===== src/rtl/spkr_sample_sched.sv =====
// Paces stereo sample pairs from the EQ engine into the speaker PDM driver.
// Optional ramped mute when SPKR_SOFT_MUTE_EN is defined; hard mute otherwise.
module spkr_sample_sched #(
    parameter int DEPTH  = 4,
    parameter int PERIOD = 1024,
    parameter int START  = 2
) (
    input  logic        clk,
    input  logic        rst_n,
    input  logic        in_vld,
    output logic        in_rdy,
    input  logic [15:0] lft_in,
    input  logic [15:0] rght_in,
    input  logic        mute,
    output logic        out_vld,
    output logic [15:0] lft_out,
    output logic [15:0] rght_out,
    output logic [7:0]  underrun_cnt,
    output logic        running
);

    localparam int AW = $clog2(DEPTH);
    localparam int LW = AW + 1;
    localparam int CW = $clog2(PERIOD);

    typedef enum logic {IDLE, RUN} state_t;

    state_t state, state_nxt;

    logic [15:0]   lft_mem  [DEPTH];
    logic [15:0]   rght_mem [DEPTH];
    logic [AW-1:0] wr_ptr;
    logic [AW-1:0] rd_ptr;
    logic [LW-1:0] level;
    logic [CW-1:0] cnt;

    logic tick;
    logic full;
    logic empty;
    logic start_ok;
    logic push;
    logic pop;
    logic underrun;
    logic [15:0] smp_l;
    logic [15:0] smp_r;

    assign tick     = (cnt == CW'(PERIOD - 1));
    assign full     = (level == LW'(DEPTH));
    assign empty    = (level == '0);
    assign start_ok = (level >= LW'(START));
    assign in_rdy   = ~full;
    assign push     = in_vld & ~full;
    assign running  = (state == RUN);

    // Free-running period counter; never gated so pulses stay evenly spaced.
    always_ff @(posedge clk or negedge rst_n) begin
        if (!rst_n) begin
            cnt <= '0;
        end else if (tick) begin
            cnt <= '0;
        end else begin
            cnt <= cnt + 1'b1;
        end
    end

    always_ff @(posedge clk) begin
        if (push) begin
            lft_mem[wr_ptr]  <= lft_in;
            rght_mem[wr_ptr] <= rght_in;
        end
    end

    always_ff @(posedge clk or negedge rst_n) begin
        if (!rst_n) begin
            wr_ptr <= '0;
            rd_ptr <= '0;
            level  <= '0;
        end else begin
            if (push) begin
                wr_ptr <= wr_ptr + 1'b1;
            end
            if (pop) begin
                rd_ptr <= rd_ptr + 1'b1;
            end
            unique case (1'b1)
                (push && !pop): level <= level + 1'b1;
                (pop && !push): level <= level - 1'b1;
                default:        level <= level;
            endcase
        end
    end

    always_ff @(posedge clk or negedge rst_n) begin
        if (!rst_n) begin
            state <= IDLE;
        end else begin
            state <= state_nxt;
        end
    end

    always_comb begin
        state_nxt = state;
        unique case (state)
            IDLE: if (tick && start_ok) state_nxt = RUN;
            RUN:  if (tick && empty)    state_nxt = IDLE;
            default: state_nxt = IDLE;
        endcase
    end

    always_comb begin
        pop      = 1'b0;
        underrun = 1'b0;
        unique case (state)
            IDLE: pop = tick & start_ok;
            RUN: begin
                pop      = tick & ~empty;
                underrun = tick & empty;
            end
            default: begin
                pop      = 1'b0;
                underrun = 1'b0;
            end
        endcase
    end

`ifdef SPKR_SOFT_MUTE_EN
    logic [4:0] gain;
    logic [4:0] gain_nxt;

    function automatic logic [15:0] scale(input logic [15:0] s,
                                          input logic [4:0]  g);
        logic signed [20:0] p;
        p = $signed({{5{s[15]}}, s}) * $signed({16'd0, g});
        return p[19:4];
    endfunction

    always_comb begin
        gain_nxt = gain;
        if (mute && gain != 5'd0) begin
            gain_nxt = gain - 1'b1;
        end else if (!mute && gain != 5'd16) begin
            gain_nxt = gain + 1'b1;
        end
    end

    always_ff @(posedge clk or negedge rst_n) begin
        if (!rst_n) begin
            gain <= 5'd16;
        end else if (tick) begin
            gain <= gain_nxt;
        end
    end

    // The new gain applies to the sample leaving on this same tick.
    assign smp_l = pop ? scale(lft_mem[rd_ptr], gain_nxt)  : 16'd0;
    assign smp_r = pop ? scale(rght_mem[rd_ptr], gain_nxt) : 16'd0;
`else
    assign smp_l = (pop && !mute) ? lft_mem[rd_ptr]  : 16'd0;
    assign smp_r = (pop && !mute) ? rght_mem[rd_ptr] : 16'd0;
`endif

    always_ff @(posedge clk or negedge rst_n) begin
        if (!rst_n) begin
            out_vld  <= 1'b0;
            lft_out  <= '0;
            rght_out <= '0;
        end else begin
            out_vld <= tick;
            if (tick) begin
                lft_out  <= smp_l;
                rght_out <= smp_r;
            end
        end
    end

    always_ff @(posedge clk or negedge rst_n) begin
        if (!rst_n) begin
            underrun_cnt <= '0;
        end else if (underrun && underrun_cnt != 8'hFF) begin
            underrun_cnt <= underrun_cnt + 1'b1;
        end
    end

endmodule

===== config.mk =====
export PLATFORM = sky130hd
export DESIGN_NAME = spkr_sample_sched
export DESIGN_NICKNAME = d
export VERILOG_FILES = /design/src/rtl/spkr_sample_sched.sv
export SDC_FILE = /design/constraint.sdc
export NUM_CORES = 1
export LEC_CHECK = 0
export ABC_AREA = 0
export BUFFER_PORTS_ARGS = -buffer_cell sky130_fd_sc_hd__clkbuf_2
export CAP_MARGIN = 25
export CORE_AREA = 2 2 120 122
export CTS_BUF_LIST = sky130_fd_sc_hd__clkbuf_4 sky130_fd_sc_hd__clkbuf_8 sky130_fd_sc_hd__clkbuf_16
export CTS_CLUSTER_SIZE = 24
export DETAILED_ROUTE_END_ITERATION = 16
export DIE_AREA = 0 0 122 124
export PLACE_DENSITY = 0.74
export RECOVER_POWER = 100
export SLEW_MARGIN = 10
export SYNTH_ARGS = -nofsm -noshare
export SYNTH_HDL_FRONTEND = slang
export SYNTH_SLANG_ARGS = --single-unit

===== constraint.sdc =====
create_clock -name clk -period 2.5 [get_ports clk]
set_input_delay 0.375 -clock clk [delete_from_list [all_inputs] [get_ports clk]]
set_output_delay 0.375 -clock clk [all_outputs]
set_load 0.02 [all_outputs]

==> results by group, run 1 <==
Placement
  • Port bufs: 78
  • Post-placement cell count: between 600 and 700
  • HPWL after DPL: ~8 mm
  • Final Wtd Congestion: 0.7351

STA
  • Final setup vio count: 0
  • Slew Limit Headroom: -10.04%
  • Post-layout min period: 2.298 ns
  • Clk_skew: 0.01134 ns
  • Fin crit share: 91.91%
  • Final Hold Viols: 0
  • RSZ-0062 raised after global routing: no
  • Setup_tns: 0 ns
  • Slew Limit Fails: 24
  • Hold_ws: 0.1970 ns
  • Tightest Pin Transition: 1.651 ns
  • FMAX: 435.2 MHz

Synthesis
  • Post-synth net total: 403
  • Synth area leaders: edfxtp_1, dfrtp_1, mux4_2
  • Post-synthesis cell area: 7077 µm²
  • Seq/Total Area, Yosys: 75.18%
  • Area share of the largest cell type after synthesis: between 50% and 60%
  • Synth Register Bits: 187
  • Synth warnings: 0
  • Cell count after synthesis: 359
  • Syn avg cell area: around 20 µm²
  • Netlist cell types: 40
  • Area leader, netlist: edfxtp_1

GRT
  • Pin count of the biggest net entering global routing: 38
  • GR Overflow Total: 0
  • Initial antenna violation count: 1
  • First-pass GRT wire length: 21.16 mm
  • Number of global-route vias before repair: 3,848
  • GRT Total Usage: 19.14%

Finish
  • Share of cells above drive strength 1: 19.02%
  • Register Area: 5323 µm²
  • Final #Nets: roughly 500
  • Layout Cells excl Fill: ~650
  • Layout fillers: 1,016
  • Synth-to-Final Area Change: 17.22%
  • Area of the multi-input gates: 1638 µm²
  • Commonest non-fill, non-tap cells in the layout: edfxtp_1, clkbuf_1, dfrtp_1
  • Most common cell after layout, fill and taps aside: edfxtp_1

Floorplan
  • DIE WIDTH: roughly 120 µm
  • Row count: 43
  • Io pins: between 70 and 80
  • Die height: 124 µm
  • Initial Util: 51.58%
  • Core Area: ~14,000 µm²
  • Die ar.: 15,130 µm²

Route
  • Vias post-DR: 3,636
  • WL/cell: slightly above 20 µm
  • DRT Pass-1 Iters: 4
  • DR iter-0 viols: 243
  • DRC viols: 0
  • Routed Antenna Nets: 0
  • Vias per cell: roughly 5.6
  • Final wirelength: 13.20 mm

Clock network
  • Clock transition at path regs: 0.07 ns
  • CTS Sinks: between 150 and 200
  • CTS tree: built
  • Htree depth: 4
  • CTS root buf: clkbuf_16
  • Worst skew pair latency: 0.43 ns
  • Clock Tree Buf Depth: 2
  • Hold Buf Count CTS: 0
  • TritonCTS buffer count: 17

Status
  • Status: finished with violations
  • Failing checks: max-capacitance violations, max-slew violations

Critical path
  • Crit end category: flip-flop
  • CP top delay family: simple AND/OR/NAND/NOR gates
  • WP buf/inv: 0
  • Slowest CP cell: nor4_2
  • Worst Setup Start Kind: flip-flop
  • Critical path's largest stage delay: 0.72 ns
  • Critical path required time: between 2 and 3 ns
  • Crit path DAT: around 2.6 ns
  • CP max FO: 8
  • CP cell instances: or4b_4 > nor4_2 > nand3_2 > mux2_1
  • Crit path kind: reg -> reg

Power
  • Switching share of total power: 23.53%
  • Flop pwr share: 53.1%
  • Psw: 1.748 mW
  • Max IR drop VDD: 0.0005548 V
  • Cell Int Power: 5.679 mW
  • Clock Power Share: 37.1%
  • Cell Pwr Density: 895.3 nW/µm²
  • Pleak: roughly 3 nW
  • Logic pwr share: 9.8%

Flow run
  • Max-cap violation count: 1

Worst hold path
  • Class of the worst hold path: in -> reg
==> per-stage QoR <==
step	setup WS (ns)	cell area (µm²)	util [%]	power, mW
final	0.2024	8295	60.47	7.427
after global routing	0.05930	8295	60.47	7.706
after CTS	0.03993	8417	61.35	7.532
after detailed placement	0.06601	7807	56.91	4.780
after global placement	0.1362	7807	56.91	4.733
after floorplan	0.09701	7077	-	4.399
==> path summary, 6_finish.rpt <==
path	start	endpoint	slack, ns	depth (start not counted)
max	level[0]	underrun_cnt[7]	0.20	4
min	lft_in[12]	lft_mem[0][12]	0.20	1
max reg2reg	level[0]	underrun_cnt[7]	0.20	4
min reg2reg	underrun_cnt[5]	underrun_cnt[5]	0.50	1
max in group asynchronous	rst_n	rd_ptr[1]	1.05	1
min in group asynchronous	rst_n	rght_out[9]	0.37	1
==> cell type report <==
type / count / share of cell area (%)
inverters: 10 / 0.4525
repair buffers: 92 / 5.551
flip-flops and latches: 187 / 64.16
multi-input cells: 147 / 19.74
well taps: 180 / 2.715
clock inverters: 15 / 2.217
clock buffers: 17 / 5.128
diodes: 1 / 0.03017
==> layer usage <==
layer  global-route usage [%]  up-vias  share of wire, %
met1                    25.08     1898                43
met2                    30.87       97                49
met3                    4.853       13               5.5
met5                        0        -                 0
li1                         -     1628                 -
met4                    8.118        0               1.6
==> power groups by stage <==
stage / registers [mW] / logic, mW / clock network (mW)
3_5_place_dp: 4.01 / 0.771 / 0
5_1_grt: 3.98 / 0.807 / 2.92
3_3_place_gp: 3.98 / 0.758 / 0
4_1_cts: 3.95 / 0.773 / 2.81
6_report: 3.95 / 0.729 / 2.75
2_1_floorplan: 3.98 / 0.423 / 0
==> cells in the mapped netlist (all sizes together) <==
| cell type | count |
|---|---|
| a211o | 1 |
| a211oi | 1 |
| a21oi | 2 |
| a22o | 33 |
| a31oi | 1 |
| and2 | 2 |
| and3 | 7 |
| and4 | 2 |
| buf | 8 |
| clkbuf | 7 |
| dfrtp | 59 |
| edfxtp | 128 |
| fa | 1 |
| ha | 7 |
| inv | 10 |
| mux2 | 3 |
| mux2i | 1 |
| mux4 | 32 |
| nand2 | 5 |
| nand2b | 1 |
| nand3 | 7 |
| nand4 | 5 |
| nor2 | 9 |
| nor2b | 1 |
| nor3 | 1 |
| nor3b | 1 |
| nor4 | 2 |
| o21ai | 2 |
| o41ai | 1 |
| or3 | 1 |
| or4b | 1 |
| xnor2 | 10 |
| xor2 | 7 |
==> logic make-up after synthesis <==
| group | Yosys count | synth area share (%) |
|---|---|---|
| AOI/OAI and AO/OA | 41 | 4.809 |
| and+or+nand+nor | 45 | 3.925 |
| muxes | 36 | 10.91 |
| xor gates and xnor gates | 17 | 2.104 |
| adders and majority gates | 8 | 1.520 |
| buffers and inverters | 25 | 1.556 |
| DFF | 187 | 75.18 |
==> flip-flops by register name, indices dropped and copies added (netlist names) <==
| name | cells |
|---|---|
| cnt | 10 |
| level | 3 |
| lft_mem | 64 |
| lft_out | 16 |
| out_vld | 1 |
| rd_ptr | 2 |
| rght_mem | 64 |
| rght_out | 16 |
| running | 1 |
| underrun_cnt | 8 |
| wr_ptr | 2 |
==> timing repair <==
item                                    in CTS  in global routing
buffers inserted                             0                  1
endpoints found under the setup margin       0                  1
gates resized for setup                      0                  5
Note: power is estimated with default switching activity, not from simulation.
==> run 2: changes to the inputs <==
--- a/config.mk
+++ b/config.mk
@@ -9,11 +9,10 @@
 export BUFFER_PORTS_ARGS = -buffer_cell sky130_fd_sc_hd__clkbuf_2
 export CAP_MARGIN = 25
 export CORE_AREA = 2 2 120 122
-export CTS_BUF_LIST = sky130_fd_sc_hd__clkbuf_4 sky130_fd_sc_hd__clkbuf_8 sky130_fd_sc_hd__clkbuf_16
 export CTS_CLUSTER_SIZE = 24
 export DETAILED_ROUTE_END_ITERATION = 16
 export DIE_AREA = 0 0 122 124
-export PLACE_DENSITY = 0.74
+export PLACE_DENSITY = 0.72
 export RECOVER_POWER = 100
 export SLEW_MARGIN = 10
 export SYNTH_ARGS = -nofsm -noshare
==> results by group, run 2 (synthesized netlist as in run 1, its figures left out) <==
STA
  • FMAX: 431.7 MHz (-0.81%)
  • Setup_tns: 0 ns (unchanged)
  • Final setup margin: 0.1837 ns (-0.01865 ns)
  • Tightest Pin Transition: 1.111 ns (-0.5396 ns)
  • Fin crit share: 92.65% (+0.75 points)
  • Slew Limit Fails: 0 (-100%)
  • RSZ-0062 raised after global routing: no
  • Slew Limit Headroom: 25.94% (+36 points)
  • Final Hold Viols: 0 (unchanged)
  • Post-layout min period: 2.316 ns (+0.01865 ns)
  • Final setup vio count: 0 (unchanged)
  • Clk_skew: 0.007887 ns (-0.003451 ns)

Route
  • Routed Antenna Nets: 0 (unchanged)
  • Final wirelength: 12.88 mm (-2.5%)
  • WL/cell: 19.78 µm (-2.8%)
  • DR iter-0 viols: 215 (-12%)
  • DRC viols: 0 (unchanged)
  • Vias post-DR: 3,639 (+0.083%)
  • Vias per cell: 5.590 (-0.22%)
  • DRT Pass-1 Iters: 4 (unchanged)

Clock network
  • CTS root buf: clkbuf_16
  • Clock Tree Buf Depth: 2 (unchanged)
  • Worst skew pair latency: 0.43 ns (about the same)
  • CTS Sinks: 187 (unchanged)
  • TritonCTS buffer count: 17 (unchanged)
  • CTS tree: built
  • Htree depth: 4 (unchanged)
  • Clock transition at path regs: 0.07 ns (about the same)

GRT
  • Number of global-route vias before repair: 3,815 (-0.86%)
  • Pin count of the biggest net entering global routing: 44 (+16%)
  • GR Overflow Total: 0 (unchanged)
  • First-pass GRT wire length: 20.27 mm (-4.2%)
  • Initial antenna violation count: 1 (unchanged)
  • GRT Total Usage: 18.68% (-0.46 points)

Status
  • Status: finished clean

Finish
  • Most common cell after layout, fill and taps aside: edfxtp_1
  • Post-Route Utilization: 60.05% (-0.42 points)
  • Layout fillers: 1,072 (+5.5%)
  • Final instance area: 8238 µm² (-0.69%)
  • Top flop regs: lft_mem: 64 flops, rght_mem: 64 flops
  • Synth-to-Final Area Change: 16.41%
  • Share of cells above drive strength 1: 19.15% (+0.13 points)
  • Commonest non-fill, non-tap cells in the layout: edfxtp_1, clkbuf_1, dfrtp_1
  • Final #Nets: 501 (+0.40%)

Critical path
  • Crit path DAT: 2.63 ns (+0.03 ns)
  • CP cell instances: or4b_1 > nor4_2 > nand2_2 > mux2_1
  • Worst Setup Start Kind: flip-flop
  • Crit end category: flip-flop
  • Crit path kind: reg -> reg
  • Critical path's largest stage delay: 0.69 ns (-0.03 ns)
  • CP max FO: 8 (unchanged)
  • Slowest CP cell: nor4_2
  • Critical path required time: 2.81 ns (about the same)
  • CP top delay family: simple AND/OR/NAND/NOR gates
  • WP buf/inv: 0 (unchanged)

Power
  • Pleak: 3.010 nW (-0.87%)
  • Max IR drop VDD: 0.0005974 V (+7.7%)
  • Final Power: 7.238 mW (-2.5%)
  • Cell Pwr Density: 878.6 nW/µm² (-1.9%)

Placement
  • Final Wtd Congestion: 0.7366 (+0.20%)
  • HPWL after DPL: 7.814 mm (-1.9%)
  • Area post-placement: 7820 µm² (+0.16%)
  • Port bufs: 78 (unchanged)
  • Pre-CTS setup slack: 0.03618 ns (-0.02983 ns)

Floorplan
  • Core Area: 13,720 µm² (unchanged)
  • Die ar.: 15,130 µm² (unchanged)
  • Row count: 43 (unchanged)
  • Die height: 124 µm (unchanged)
  • Initial Util: 51.58% (unchanged)
  • DIE WIDTH: 122 µm (unchanged)
  • Io pins: 79 (unchanged)

Flow run
  • Max-cap violation count: 0 (-1)

Worst hold path
  • Class of the worst hold path: in -> reg
==> run 2: cell count changes in the layout (fill, tap and decap cells not counted), moves of 2 or more <==
cell,previous run,this run
clkbuf_4,1,4
clkinv_2,3,0
buf_12,5,1
inv_6,5,7
bufinv_16,3,1
==> run 2: power breakdown <==
part           internal [mW]  total [mW]  leakage, nW  switching, mW
clock                   1.41        2.61        0.276           1.20
combinational          0.226       0.686        0.766          0.460
sequential              3.83        3.95         1.97          0.119
==> run 2: repair_timing <==
item / 4_1_cts / 5_1_grt
buffers inserted: 0 / 2
hold endpoints to repair: 16 / 0
setup endpoints to repair: 0 / 1
hold buffers: 1 / 0
gates resized for setup: 0 / 4
==> run 2: final timing paths <==
check / start / to / slack [ns] / depth (start not counted)
setup / recovery: level[0] / underrun_cnt[1] / 0.18 / 4
hold / removal: rght_in[1] / rght_mem[2][1] / 0.20 / 1
setup reg to reg: level[0] / underrun_cnt[1] / 0.18 / 4
hold reg to reg: underrun_cnt[5] / underrun_cnt[5] / 0.50 / 1
max in group asynchronous: rst_n / rd_ptr[0] / 0.52 / 3
min in group asynchronous: rst_n / rght_out[12] / 0.67 / 2
==> run 2: layout make-up <==
type / count / area (µm²) / share of cell area (%)
clock buffer: 17 / 425.4 / 5.164
antenna: 1 / 2.502 / 0.03038
inverter: 10 / 37.54 / 0.4557
tap: 180 / 225.2 / 2.734
clock inverter: 15 / 153.9 / 1.868
timing repair buffer: 94 / 421.7 / 5.118
sequential: 187 / 5323 / 64.61
multi-input combinational: 147 / 1649 / 20.02
==> run 2: worst reg2reg max path, stage by stage (launching register included) <==
cell and delay [ns]:
dfrtp_1 0.43, or4b_1 0.61, nor4_2 0.69, nand2_2 0.12, mux2_1 0.35
==> run 2: stage by stage <==
stage	hold WS, ns	instances
finish	0.1967	651
global route	0.2053	651
CTS	0.1400	648
detailed placement	0.3825	615
global placement	0.3743	615
floorplan	0.07941	359
==> run 2: routing by layer <==
layer / routed length, µm / vias up / global-route usage, %
li1: - / 1643 / -
met1: 5459 / 1884 / 23.21
met2: 6526 / 95 / 31.01
met3: 672 / 17 / 6.090
met4: 218 / 0 / 6.825
met5: 0 / - / 0
